===== src/rtl/hazard_ctrl_if.sv =====
// Bundle of pipeline hazard inputs and stage control outputs exchanged
// between the core datapath (master) and the hazard controller (slave).
interface hazard_ctrl_if #(
    parameter int REGADDR_WIDTH = 3,
    parameter int CNT_WIDTH     = 16
);
    logic [REGADDR_WIDTH-1:0] id_rs;
    logic [REGADDR_WIDTH-1:0] id_rt;
    logic                     id_uses_rs;
    logic                     id_uses_rt;
    logic                     ex_mem_read;
    logic                     ex_reg_write;
    logic [REGADDR_WIDTH-1:0] ex_rd;
    logic                     ex_branch_taken;
    logic                     mem_req;
    logic                     mem_ready;
    logic                     pc_write;
    logic                     if_id_write;
    logic                     if_id_flush;
    logic                     id_ex_flush;
    logic                     id_ex_hold;
    logic                     ex_mem_hold;
    logic                     mem_timeout;
    logic [CNT_WIDTH-1:0]     stall_count;
    logic [CNT_WIDTH-1:0]     flush_count;

    // Datapath side: reports hazards, consumes stage controls.
    modport master (
        output id_rs, id_rt, id_uses_rs, id_uses_rt,
        output ex_mem_read, ex_reg_write, ex_rd, ex_branch_taken,
        output mem_req, mem_ready,
        input  pc_write, if_id_write, if_id_flush, id_ex_flush,
        input  id_ex_hold, ex_mem_hold, mem_timeout, stall_count, flush_count
    );

    // Controller side.
    modport slave (
        input  id_rs, id_rt, id_uses_rs, id_uses_rt,
        input  ex_mem_read, ex_reg_write, ex_rd, ex_branch_taken,
        input  mem_req, mem_ready,
        output pc_write, if_id_write, if_id_flush, id_ex_flush,
        output id_ex_hold, ex_mem_hold, mem_timeout, stall_count, flush_count
    );
endinterface


===== src/rtl/hazard_ctrl.sv =====
// Hazard and stall controller for the 5-stage core: resolves load-use,
// taken-branch and memory-wait hazards, detects memory-wait timeouts and
// keeps saturating stall/flush counters.
module hazard_ctrl #(
    parameter int REGADDR_WIDTH = 3,
    parameter int TIMEOUT       = 16,
    parameter int CNT_WIDTH     = 16
) (
    input  logic         clk,
    input  logic         reset_n,
    hazard_ctrl_if.slave hz
);
    typedef enum logic [1:0] {RUN, WAIT, FAULT} state_t;

    state_t               state_reg;
    logic [7:0]           wait_cnt_reg;
    logic                 mem_timeout_reg;
    logic [CNT_WIDTH-1:0] stall_count_reg;
    logic [CNT_WIDTH-1:0] flush_count_reg;

    logic freeze;
    logic load_use;
    logic mem_stall;
    logic pc_write;
    logic if_id_write;
    logic if_id_flush;
    logic id_ex_flush;
    logic id_ex_hold;
    logic ex_mem_hold;

    assign mem_stall = hz.mem_req & ~hz.mem_ready;
    assign freeze    = mem_stall | (state_reg == FAULT);

    // Register 0 is hard-wired, so a load targeting it never creates a hazard.
    assign load_use = hz.ex_mem_read & hz.ex_reg_write
                    & (hz.ex_rd != REGADDR_WIDTH'(0))
                    & ((hz.id_uses_rs & (hz.id_rs == hz.ex_rd))
                     | (hz.id_uses_rt & (hz.id_rt == hz.ex_rd)));

    // Prioritised stage controls: freeze > branch > load-use. While reset is
    // asserted the outputs show the quiet RUN values regardless of inputs.
    always_comb begin
        pc_write    = 1'b1;
        if_id_write = 1'b1;
        if_id_flush = 1'b0;
        id_ex_flush = 1'b0;
        id_ex_hold  = 1'b0;
        ex_mem_hold = 1'b0;
        if (reset_n) begin
            if (freeze) begin
                pc_write    = 1'b0;
                if_id_write = 1'b0;
                id_ex_hold  = 1'b1;
                ex_mem_hold = 1'b1;
            end else if (hz.ex_branch_taken) begin
                // A dependent instruction in ID is squashed, so load-use is moot.
                if_id_flush = 1'b1;
                id_ex_flush = 1'b1;
            end else if (load_use) begin
                pc_write    = 1'b0;
                if_id_write = 1'b0;
                id_ex_flush = 1'b1;
            end
        end
    end

    // Memory-wait FSM with timeout detection; FAULT is left only by reset.
    always_ff @(posedge clk or negedge reset_n) begin
        if (!reset_n) begin
            state_reg       <= RUN;
            wait_cnt_reg    <= 8'd0;
            mem_timeout_reg <= 1'b0;
        end else begin
            case (state_reg)
                RUN: begin
                    if (mem_stall) begin
                        state_reg    <= WAIT;
                        wait_cnt_reg <= 8'd1;
                    end
                end
                WAIT: begin
                    if (hz.mem_ready) begin
                        state_reg    <= RUN;
                        wait_cnt_reg <= 8'd0;
                    end else if (wait_cnt_reg == 8'(TIMEOUT - 1)) begin
                        state_reg       <= FAULT;
                        mem_timeout_reg <= 1'b1;
                    end else begin
                        wait_cnt_reg <= wait_cnt_reg + 8'd1;
                    end
                end
                FAULT: begin
                    mem_timeout_reg <= 1'b1;
                end
                default: begin
                    state_reg    <= RUN;
                    wait_cnt_reg <= 8'd0;
                end
            endcase
        end
    end

    // Saturating performance counters; they keep counting in FAULT.
    always_ff @(posedge clk or negedge reset_n) begin
        if (!reset_n) begin
            stall_count_reg <= '0;
            flush_count_reg <= '0;
        end else begin
            if (!pc_write && (stall_count_reg != '1))
                stall_count_reg <= stall_count_reg + 1'b1;
            if (if_id_flush && (flush_count_reg != '1))
                flush_count_reg <= flush_count_reg + 1'b1;
        end
    end

    assign hz.pc_write    = pc_write;
    assign hz.if_id_write = if_id_write;
    assign hz.if_id_flush = if_id_flush;
    assign hz.id_ex_flush = id_ex_flush;
    assign hz.id_ex_hold  = id_ex_hold;
    assign hz.ex_mem_hold = ex_mem_hold;
    assign hz.mem_timeout = mem_timeout_reg;
    assign hz.stall_count = stall_count_reg;
    assign hz.flush_count = flush_count_reg;
endmodule


===== src/flat_wrapper.sv =====
// flat-port wrapper written by rule: the top's interface ports become plain ports
module hazard_ctrl_flat 
#(
    parameter int REGADDR_WIDTH = 3,
    parameter int TIMEOUT       = 16,
    parameter int CNT_WIDTH     = 16
)
  (clk, reset_n, hz_id_rs, hz_id_rt, hz_id_uses_rs, hz_id_uses_rt, hz_ex_mem_read, hz_ex_reg_write, hz_ex_rd, hz_ex_branch_taken, hz_mem_req, hz_mem_ready, hz_pc_write, hz_if_id_write, hz_if_id_flush, hz_id_ex_flush, hz_id_ex_hold, hz_ex_mem_hold, hz_mem_timeout, hz_stall_count, hz_flush_count);
  hazard_ctrl_if #(.REGADDR_WIDTH(REGADDR_WIDTH), .CNT_WIDTH(CNT_WIDTH)) hz_i ();
  input  logic clk;
  input  logic reset_n;
  input wire logic [$bits(hz_i.id_rs)-1:0] hz_id_rs;
  input wire logic [$bits(hz_i.id_rt)-1:0] hz_id_rt;
  input wire logic [$bits(hz_i.id_uses_rs)-1:0] hz_id_uses_rs;
  input wire logic [$bits(hz_i.id_uses_rt)-1:0] hz_id_uses_rt;
  input wire logic [$bits(hz_i.ex_mem_read)-1:0] hz_ex_mem_read;
  input wire logic [$bits(hz_i.ex_reg_write)-1:0] hz_ex_reg_write;
  input wire logic [$bits(hz_i.ex_rd)-1:0] hz_ex_rd;
  input wire logic [$bits(hz_i.ex_branch_taken)-1:0] hz_ex_branch_taken;
  input wire logic [$bits(hz_i.mem_req)-1:0] hz_mem_req;
  input wire logic [$bits(hz_i.mem_ready)-1:0] hz_mem_ready;
  output wire logic [$bits(hz_i.pc_write)-1:0] hz_pc_write;
  output wire logic [$bits(hz_i.if_id_write)-1:0] hz_if_id_write;
  output wire logic [$bits(hz_i.if_id_flush)-1:0] hz_if_id_flush;
  output wire logic [$bits(hz_i.id_ex_flush)-1:0] hz_id_ex_flush;
  output wire logic [$bits(hz_i.id_ex_hold)-1:0] hz_id_ex_hold;
  output wire logic [$bits(hz_i.ex_mem_hold)-1:0] hz_ex_mem_hold;
  output wire logic [$bits(hz_i.mem_timeout)-1:0] hz_mem_timeout;
  output wire logic [$bits(hz_i.stall_count)-1:0] hz_stall_count;
  output wire logic [$bits(hz_i.flush_count)-1:0] hz_flush_count;
  assign hz_i.id_rs = hz_id_rs;
  assign hz_i.id_rt = hz_id_rt;
  assign hz_i.id_uses_rs = hz_id_uses_rs;
  assign hz_i.id_uses_rt = hz_id_uses_rt;
  assign hz_i.ex_mem_read = hz_ex_mem_read;
  assign hz_i.ex_reg_write = hz_ex_reg_write;
  assign hz_i.ex_rd = hz_ex_rd;
  assign hz_i.ex_branch_taken = hz_ex_branch_taken;
  assign hz_i.mem_req = hz_mem_req;
  assign hz_i.mem_ready = hz_mem_ready;
  assign hz_pc_write = hz_i.pc_write;
  assign hz_if_id_write = hz_i.if_id_write;
  assign hz_if_id_flush = hz_i.if_id_flush;
  assign hz_id_ex_flush = hz_i.id_ex_flush;
  assign hz_id_ex_hold = hz_i.id_ex_hold;
  assign hz_ex_mem_hold = hz_i.ex_mem_hold;
  assign hz_mem_timeout = hz_i.mem_timeout;
  assign hz_stall_count = hz_i.stall_count;
  assign hz_flush_count = hz_i.flush_count;
  hazard_ctrl #(.REGADDR_WIDTH(REGADDR_WIDTH), .TIMEOUT(TIMEOUT), .CNT_WIDTH(CNT_WIDTH)) u_core (.clk(clk), .reset_n(reset_n), .hz(hz_i));
endmodule

===== config.mk =====
export PLATFORM = sky130hd
export DESIGN_NAME = hazard_ctrl_flat
export DESIGN_NICKNAME = d
export VERILOG_FILES = /design/src/rtl/hazard_ctrl_if.sv /design/src/rtl/hazard_ctrl.sv /design/src/flat_wrapper.sv
export SDC_FILE = /design/constraint.sdc
export NUM_CORES = 1
export LEC_CHECK = 0
export ABC_AREA = 1
export CAP_MARGIN = 10
export CORE_MARGIN = 1.5
export CORE_UTILIZATION = 46
export DETAILED_ROUTE_END_ITERATION = 10
export PLACE_DENSITY = 0.77
export SYNTH_ARGS = -nofsm -noshare
export SYNTH_HDL_FRONTEND = slang
export SYNTH_SLANG_ARGS = --single-unit

===== constraint.sdc =====
create_clock -name clk -period 1.5 [get_ports clk]
set_input_delay 0.3 -clock clk [delete_from_list [all_inputs] [get_ports clk]]
set_output_delay 0.3 -clock clk [all_outputs]
set_load 0.005 [all_outputs]

---- Word-level counts from Yosys, hierarchy flattened ----
Cells that the tools add are included.
word-level totals
  logic and storage cells ................. 63
  flip-flop bits (word level) ............. 43
cells by class
  reductions and logical operators ........ 9
  equality and inequality tests ........... 12
  add/subtract/negate cells ............... 3
  mux-type cells .......................... 24
  bitwise logic cells ..................... 10
operator list
  operator                                               number
  adder 16 x 1 -> 16 bit, second input constant          2
  inequality test 16 bit, second input constant          2
  two-way mux 8 bit                                      3
  one-hot mux 8 bit (3 select lines)                     1
  two-way mux 1 bit                                      15
  AND reduction 3 bit                                    3
  adder 8 x 1 -> 8 bit, second input constant            1
  equality test 8 x 4 -> 1 bit, second input constant    1
  AND 1 bit                                              6
  equality test 3 bit                                    2
  two-way mux 2 bit                                      3
  one-hot mux 2 bit (3 select lines)                     1
  inequality test 2 x 1 -> 1 bit, second input constant  2
  inequality test 3 x 2 -> 1 bit, second input constant  1
  inequality test 3 bit, second input constant           1
  nonzero test 3 bit                                     1
  equality test 2 x 1 -> 1 bit, second input constant    1
  equality test 2 bit, second input constant             1
  logical AND 1 bit                                      2
  logical NOT 2 bit                                      1
  inequality test 2 bit, second input constant           1
  inverter 1 bit                                         2
  bitwise OR 1 bit                                       2
  one-hot mux 1 bit (2 select lines)                     1
  other kinds (2)                                        2

---- Depth between registers and ports, before layout ----
  depth in word-level cells ............... 10
  gate-level depth with buffers ........... 12
  gate-level depth less buffers ........... 11

---- Worst setup path before layout ----
OpenSTA, ideal clock, no wires.
  path kind ............................... register to output
  start ................................... register u_core.state_reg[0]
  end ..................................... output hz_pc_write
  path slack .............................. -0.188 ns
  data arrival time ....................... 1.388 ns
  cell stages (with the launch flop) ...... 11
  cells stage by stage .................... dfrtp_1 inv_1 nand2_1 nand2_1 inv_1 nor2_1 inv_1 nand2_2 buf_2 inv_1 buf_4
between the ends
  word-level cells in the longest chain between the ends .. 4
ends and longest elaborated chain
  item                             line                text
  start: declaration               hazard_ctrl.sv:15   state_t state_reg;
  start signal: assignment         hazard_ctrl.sv:70   state_reg <= RUN;
  start signal: assignment         hazard_ctrl.sv:77   state_reg <= WAIT;
  start signal: assignment         hazard_ctrl.sv:83   state_reg <= RUN;
  equality test 2 bit              hazard_ctrl.sv:32   assign freeze = mem_stall | (state_reg == FAULT);
  bitwise OR 1 bit                 hazard_ctrl.sv:32
  two-way mux 1 bit (2 in series)  --
  end: declaration                 flat_wrapper.sv:22  output wire logic [$bits(hz_i.pc_write)-1:0] hz_pc_write;
Every way passes these cells.

---- Final worst setup path ----
  start ................................... register u_core.state_reg[0]
  end ..................................... output hz_if_id_write
between the ends
  word-level cells in the longest chain between the ends .. 4
ends and longest elaborated chain
  item                 line                text
  equality test 2 bit  hazard_ctrl.sv:32
  bitwise OR 1 bit     hazard_ctrl.sv:32
  two-way mux 1 bit    hazard_ctrl.sv:50   if (freeze) begin
  two-way mux 1 bit    hazard_ctrl.sv:49   if (reset_n) begin
  end: declaration     flat_wrapper.sv:23  output wire logic [$bits(hz_i.if_id_write)-1:0] hz_if_id_write;
Every way passes these cells.

==> flow_summary_export.csv <==
group,metric,value,unit
floorplanning,start_util,47.44,%
timing,skew,8.151,ps
worst_setup_path,cp-start-kind,"register",
finish,area_delta_synth_final,65.11,%
routing,drc,0,
global_route,grt_max_degree,44,
worst_setup_path,crit_fanout,2,
routing,ant_nets,0,
floorplanning,die_x,78.13,um
worst_setup_path,arrival,1310,ps
floorplanning,rows,27,
power_and_ir_drop,vdd_drop_max,684.1,uV
worst_setup_path,slowest_stage,"dfrtp_1",
run_status,violations,"setup timing",
routing,vias,2972,
logic_synthesis,syn_inst,354,
worst_setup_path,critPathMaxStageDelay,390,ps
worst_setup_path,path_common_cell,"inv_2",
worst_setup_path,startpoint,"u_core.state_reg[0]",
global_route,grt_pass1_vias,2866,
timing,slew_viol_final,0,
routing,detail_route.iter0.violations,191,
hold_path,worstHoldPathType,"in -> async",
timing,min_period,1610,ps
timing,rsz0062_at_grt,"yes",
routing,firstDrtPassIters,4,
finish,nets,512,
worst_setup_path,ff2ff_setup_slack,-110,ps
logic_synthesis,netlist.area_leader.share,41.45,%
logic_synthesis,synth.area.top_cells,"dfrtp_1, nand2_1, xor2_1",
run_status,status,"complete, but fails checks",
global_route,grt_pass1_wl,12.29,mm
floorplanning,core,0.005473,sq mm
finish,multi_input_area,0.001707,sq mm
routing,routedWlPerCell,15.10,um
routing,via_per_inst,5.270,
logic_synthesis,ys_types,25,
finish,fin_area,0.004287,sq mm
floorplanning,ios,57,
power_and_ir_drop,p_leak,2.212,nW
finish,seq_area,0.001081,sq mm
clocking,clock-sinks,43,
logic_synthesis,syn_avg_cell_area,7.334,sq um
clocking,clk_path_buf_depth,2,
logic_synthesis,syn_area,0.002596,sq mm
run,max_cap_violations,0,
timing,setup_viol_count_final,37,
finish,fin_cells,564,
placed_design,io_buffers,56,
timing,worstMarginPinSlew,556.4,ps
worst_setup_path,crit_type,"reg -> out",
placed_design,place.gp.congestion,0.8801,
global_route,antenna_found_initial,0,
worst_setup_path,timing.rr.start,"u_core.hz.stall_count[5]",
timing,hold_ws,174.1,ps
finish,final_util,78.33,%
clocking,cts_made_buffers,5,
timing,finalHoldViolCount,0,
floorplanning,dieHeight,78.13,um
timing,fin_crit_sh,107.3,%
clocking,cts_max_level,2,
global_route,grt_overflow,0,
global_route,grtUsageTotal,25.23,%
clocking,clkSlewWorstSetupHoldPaths,90,ps
clocking,cts_tree,"done",
logic_synthesis,ys_seq_elements,43,
logic_synthesis,ys_warn_count,0,
finish,fill_cells,389,
clocking,root_buffer,"clkbuf_8",
timing,fin_ws,-109.5,ps
timing,max_freq,0.6213,GHz
placed_design,dp_hpwl,4.709,mm
logic_synthesis,synth_fp_nets,375,
placed_design,placedCellCount,519,
logic_synthesis,synth_top_area_cell,"dfrtp_1",
timing,fin_setup_tns,-2310,ps
power_and_ir_drop,powerDensity,873.2,mW/mm^2
finish,drive_gt1_share,36.59,%
worst_setup_path,endpoint_kind,"output port",
placed_design,dpl-instance-area,0.003536,sq mm
logic_synthesis,seq_area_frac_synth,41.45,%
worst_setup_path,required,1200,ps
worst_setup_path,cp_cell_sequence,"inv_2, nand2_2, nand2_2, inv_2, nor2_4, inv_2, nand2_4, inv_2, buf_2",
timing,maxSlewHeadroom,62.91,%
floorplanning,die-area,0.006104,sq mm
routing,wl,8.517,mm
clocking,clk_latency,300,ps
finish,diodes,0,
## worst max-delay path: cells and delay by family (launching register included)
kind                   cells  cell delay [ps]
buffers and inverters      5              330
DFF                        1              390
and+or+nand+nor            4              280
## placed cells by master, fill, tap and decap left out, drive strengths merged
cell type,n
nand2,116
buf,85
dfrtp,43
nor2,42
nand3,39
inv,38
dlygate4sd2,24
xor2,22
o21ai,16
clkbuf,11
clkdlybuf4s50,10
xnor2,8
nand4,8
dlymetal6s2s,8
nor3,7
clkdlybuf4s15,4
ha,3
a31oi,2
or2,2
a21oi,2
o31ai,1
nor3b,1
## kinds of logic (layout without fill, tap and decap cells)
group,count (synthesis),in the layout,synth area share (%)
flip-flops,43,43,41.45
adder cells (fa/ha/maj),3,3,1.446
XOR/XNOR,30,30,10.12
buffers and inverters,45,180,7.373
AND/OR/NAND/NOR,212,215,35.37
AO/OA/AOI/OAI,21,21,4.241
## synth_stat cells, drive strengths merged
cell and number:
a21oi 2, nor3b 1, nand2 113, or2 2, nor3 7, nor2 42
o21ai 16, a31oi 2, ha 3, buf 7, nand3 39, xor2 22
xnor2 8, o31ai 1, inv 38, dfrtp 43, nand4 8
## power breakdown
group	leakage (nW)	switching (mW)	internal [mW]
combinational	1.61	0.661	0.751
clock	0.0515	0.410	0.421
sequential	0.555	0.181	1.32
## repair_timing
action	in CTS	in global routing
gates cloned	3	0
setup endpoints to repair	74	54
hold endpoints to repair	0	0
pin swaps	27	28
hold buffers	0	0
resized for setup	107	88
setup buffers	26	8
## cell type report
type	count	area share [%]
Clock buffer	8	2.335
Multi-Input combinational cell	269	39.81
Tap cell	72	2.102
Timing Repair Buffer	134	27.03
Inverter	38	3.503
Sequential cell	43	25.22
## per-stage QoR
stage | setup slack [ps] | total power [mW]
6_report | -109.5 | 3.743
5_1_grt | -181.2 | 3.944
4_1_cts | -146.6 | 3.475
3_5_place_dp | -730.0 | 2.622
3_3_place_gp | -698.5 | 2.581
2_1_floorplan | -125.9 | 1.888
## worst paths after layout
check                                            end  cells after the start
max reg2reg                 u_core.hz.stall_count[9]                      9
min                        u_core.hz.stall_count[12]                      2
min reg2reg                    u_core.hz.mem_timeout                      1
max                                   hz_if_id_write                      9
max in group asynchronous   u_core.hz.stall_count[7]                      2
min in group clk                 u_core.state_reg[0]                      3
## routing by layer
layer | track usage, % | up-vias | part of all wire [%]
li1 | - | 1402 | -
met4 | 11.61 | 0 | 2.2
met3 | 3.605 | 22 | 5.0
met2 | 45.65 | 149 | 53
met5 | 0 | - | 0
met1 | 29.31 | 1399 | 40
Note: power is estimated with default switching activity, not from simulation.
==> edit, RTL diff (same flow settings) <==
Encoding of `state_t`: now one-hot (3 bits for 3 states).
--- a/src/rtl/hazard_ctrl.sv
+++ b/src/rtl/hazard_ctrl.sv
@@ -12,3 +12,3 @@
 );
-    typedef enum logic [1:0] {RUN, WAIT, FAULT} state_t;
+    typedef enum logic [2:0] {RUN = 3'b001, WAIT = 3'b010, FAULT = 3'b100} state_t;
 
Function: same outputs for any inputs over 10 cycles, from zero or initial values and one cycle with reset_n low; not proved beyond that.
==> edit against the unedited design <==
The flow still finishes with violations (setup timing); critical endpoint is now hz_if_id_flush; sequential power fell by 14%; clock power fell by 4.7%; total power shrank 23%; worst setup slack lost 55 ps; synthesized area is 8.7% higher; first-iteration DRC count fell by 0.52%; worst hold slack lost 130 ps; routed wire length rose by 6.2%; cell area is 7.7% higher; sequential cell count increased by 1; non-clock buffer count rose by 23; synthesized cell count rose by 7.3%; utilization shrank 0.37 points; largest cell class unchanged.
==> edit: results (changes against the unedited design) <==
| Metric | This run | vs unedited |
|---|---|---|
| GRT Util Overall | 0.274 | +0.0216 |
| Worst setup slack after layout | -164 ps | -54.9 ps |
| Global-route wire length before repair | 14100 um | +15% |
| Worst-Margin Slew | 478 ps | -78.4 ps |
| Ratio of cells with drive above 1 in the final layout | 0.405 | +0.0394 |
| Post-synthesis instance total | 380 | +7.3% |
| Average wire length per cell after detail routing | 14.8 um | -2.3% |
| Final setup violating endpoints | 43 | +16% |
| Worst vdd ir | 0.000531 V | -22% |
| Most instantiated cells after synthesis | nand2_1, dfrtp_1, nor2_1 |  |
| Main area contributors after synthesis | dfrtp_1, nand2_1, xor2_1 |  |
| Final nets | 558 | +9.0% |
| Drt via density | 5.24 | -0.47% |
| Arrival time of data at the critical path endpoint | 1360 ps | +50 ps |
| Pin count of the biggest net entering global routing | 36 | -18% |
| Violations in the final reports | setup timing |  |
| Leak Pwr | 2.44 nW | +10% |
| Result of the run | finished, violations left |  |
| Slowest library cell on the worst path | dfstp_2 |  |
| Via total after detailed routing | 3215 | +8.2% |
| Synthesis-to-finish area growth | 63.5% |  |
| Sequential fraction of the synthesis area | 0.391 | -0.0239 |
| Filler Cells Inserted | 404 | +3.9% |
| Starting DRT DRC Count | 190 | -0.52% |
| Worst clock skew | 12.8 ps | +4.62 ps |
| Max Fanout on Critical Path | 3 | +1 |
| Half-perimeter wire length after placement | 5460 um | +16% |
| Routability cong. | 0.916 | +4.1% |
| Area after DPL | 3890 um2 | +10% |
| Synth cell types | 36 | +44% |
| Count of TritonRoute iterations in the first routing pass | 4 | unchanged |
| Critical path's largest stage delay | 530 ps | +140 ps |
## edit: worst reg2reg max path: stages, from the launching register on
cell	delay, ps
dfstp_2	530
inv_2	50
nand3_4	60
nand2_4	70
nor3b_4	200
buf_4	160
o21ai_4	60
buf_12	140
buf_4	140
xor2_1	140
## edit: cells by family after synthesis
family / share of synthesized area
simple gates: 0.365
buf+inv: 0.0740
flops: 0.391
xor+xnor: 0.0962
compound gates: 0.0607
fa+ha+maj: 0.0133
## edit: metal layers
metal / track usage / vias up / part of all wire
met5: 0 / - / 0
met4: 0.0897 / 0 / 0.019
met3: 0.0449 / 20 / 0.047
li1: - / 1521 / -
met1: 0.324 / 1572 / 0.40
met2: 0.499 / 102 / 0.53
## edit: timing repair
action	in CTS	in global routing
buffers inserted	34	10
resized for setup	100	82
cloned	2	0
pin swaps	20	38
endpoints found under the setup margin	67	58
## edit: final timing paths
path                                       start                        to  slack (ps)  depth (start not counted)
setup / recovery             u_core.state_reg[0]            hz_if_id_flush        -160                          5
hold / removal                           reset_n       u_core.state_reg[2]          50                          3
setup reg to reg             u_core.state_reg[0]  u_core.hz.flush_count[0]        -160                          9
hold reg to reg            u_core.hz.mem_timeout     u_core.hz.mem_timeout         470                          1
max in group asynchronous                reset_n  u_core.hz.stall_count[9]        1070                          2
min in group clk           u_core.hz.mem_timeout     u_core.hz.mem_timeout         470                          1
## edit: cell type report
class	instances	area [um2]	share of cell area
well taps	75	93.8	0.0203
multi-input cells	289	1820	0.393
repair buffers	157	1340	0.290
inverters	39	156	0.0339
clock buffers	8	90.1	0.0195
flip-flops and latches	44	1110	0.241
repair inverters	1	8.76	0.00190
## edit: metrics by stage
| step | setup slack (ps) | TNS, ps | utilization |
|---|---|---|---|
| after floorplan | -81.0 | -1660 | - |
| after global placement | -698 | -19530 | 0.657 |
| after detailed placement | -794 | -22130 | 0.657 |
| after CTS | -162 | -2180 | 0.730 |
| after global routing | -197 | -6740 | 0.780 |
| final | -164 | -4320 | 0.780 |
## edit: where the power goes
group          internal [mW]  switching (mW)  leakage (nW)
clock                  0.377           0.416        0.0455
combinational          0.402           0.390          1.84
sequential              1.25          0.0417         0.545
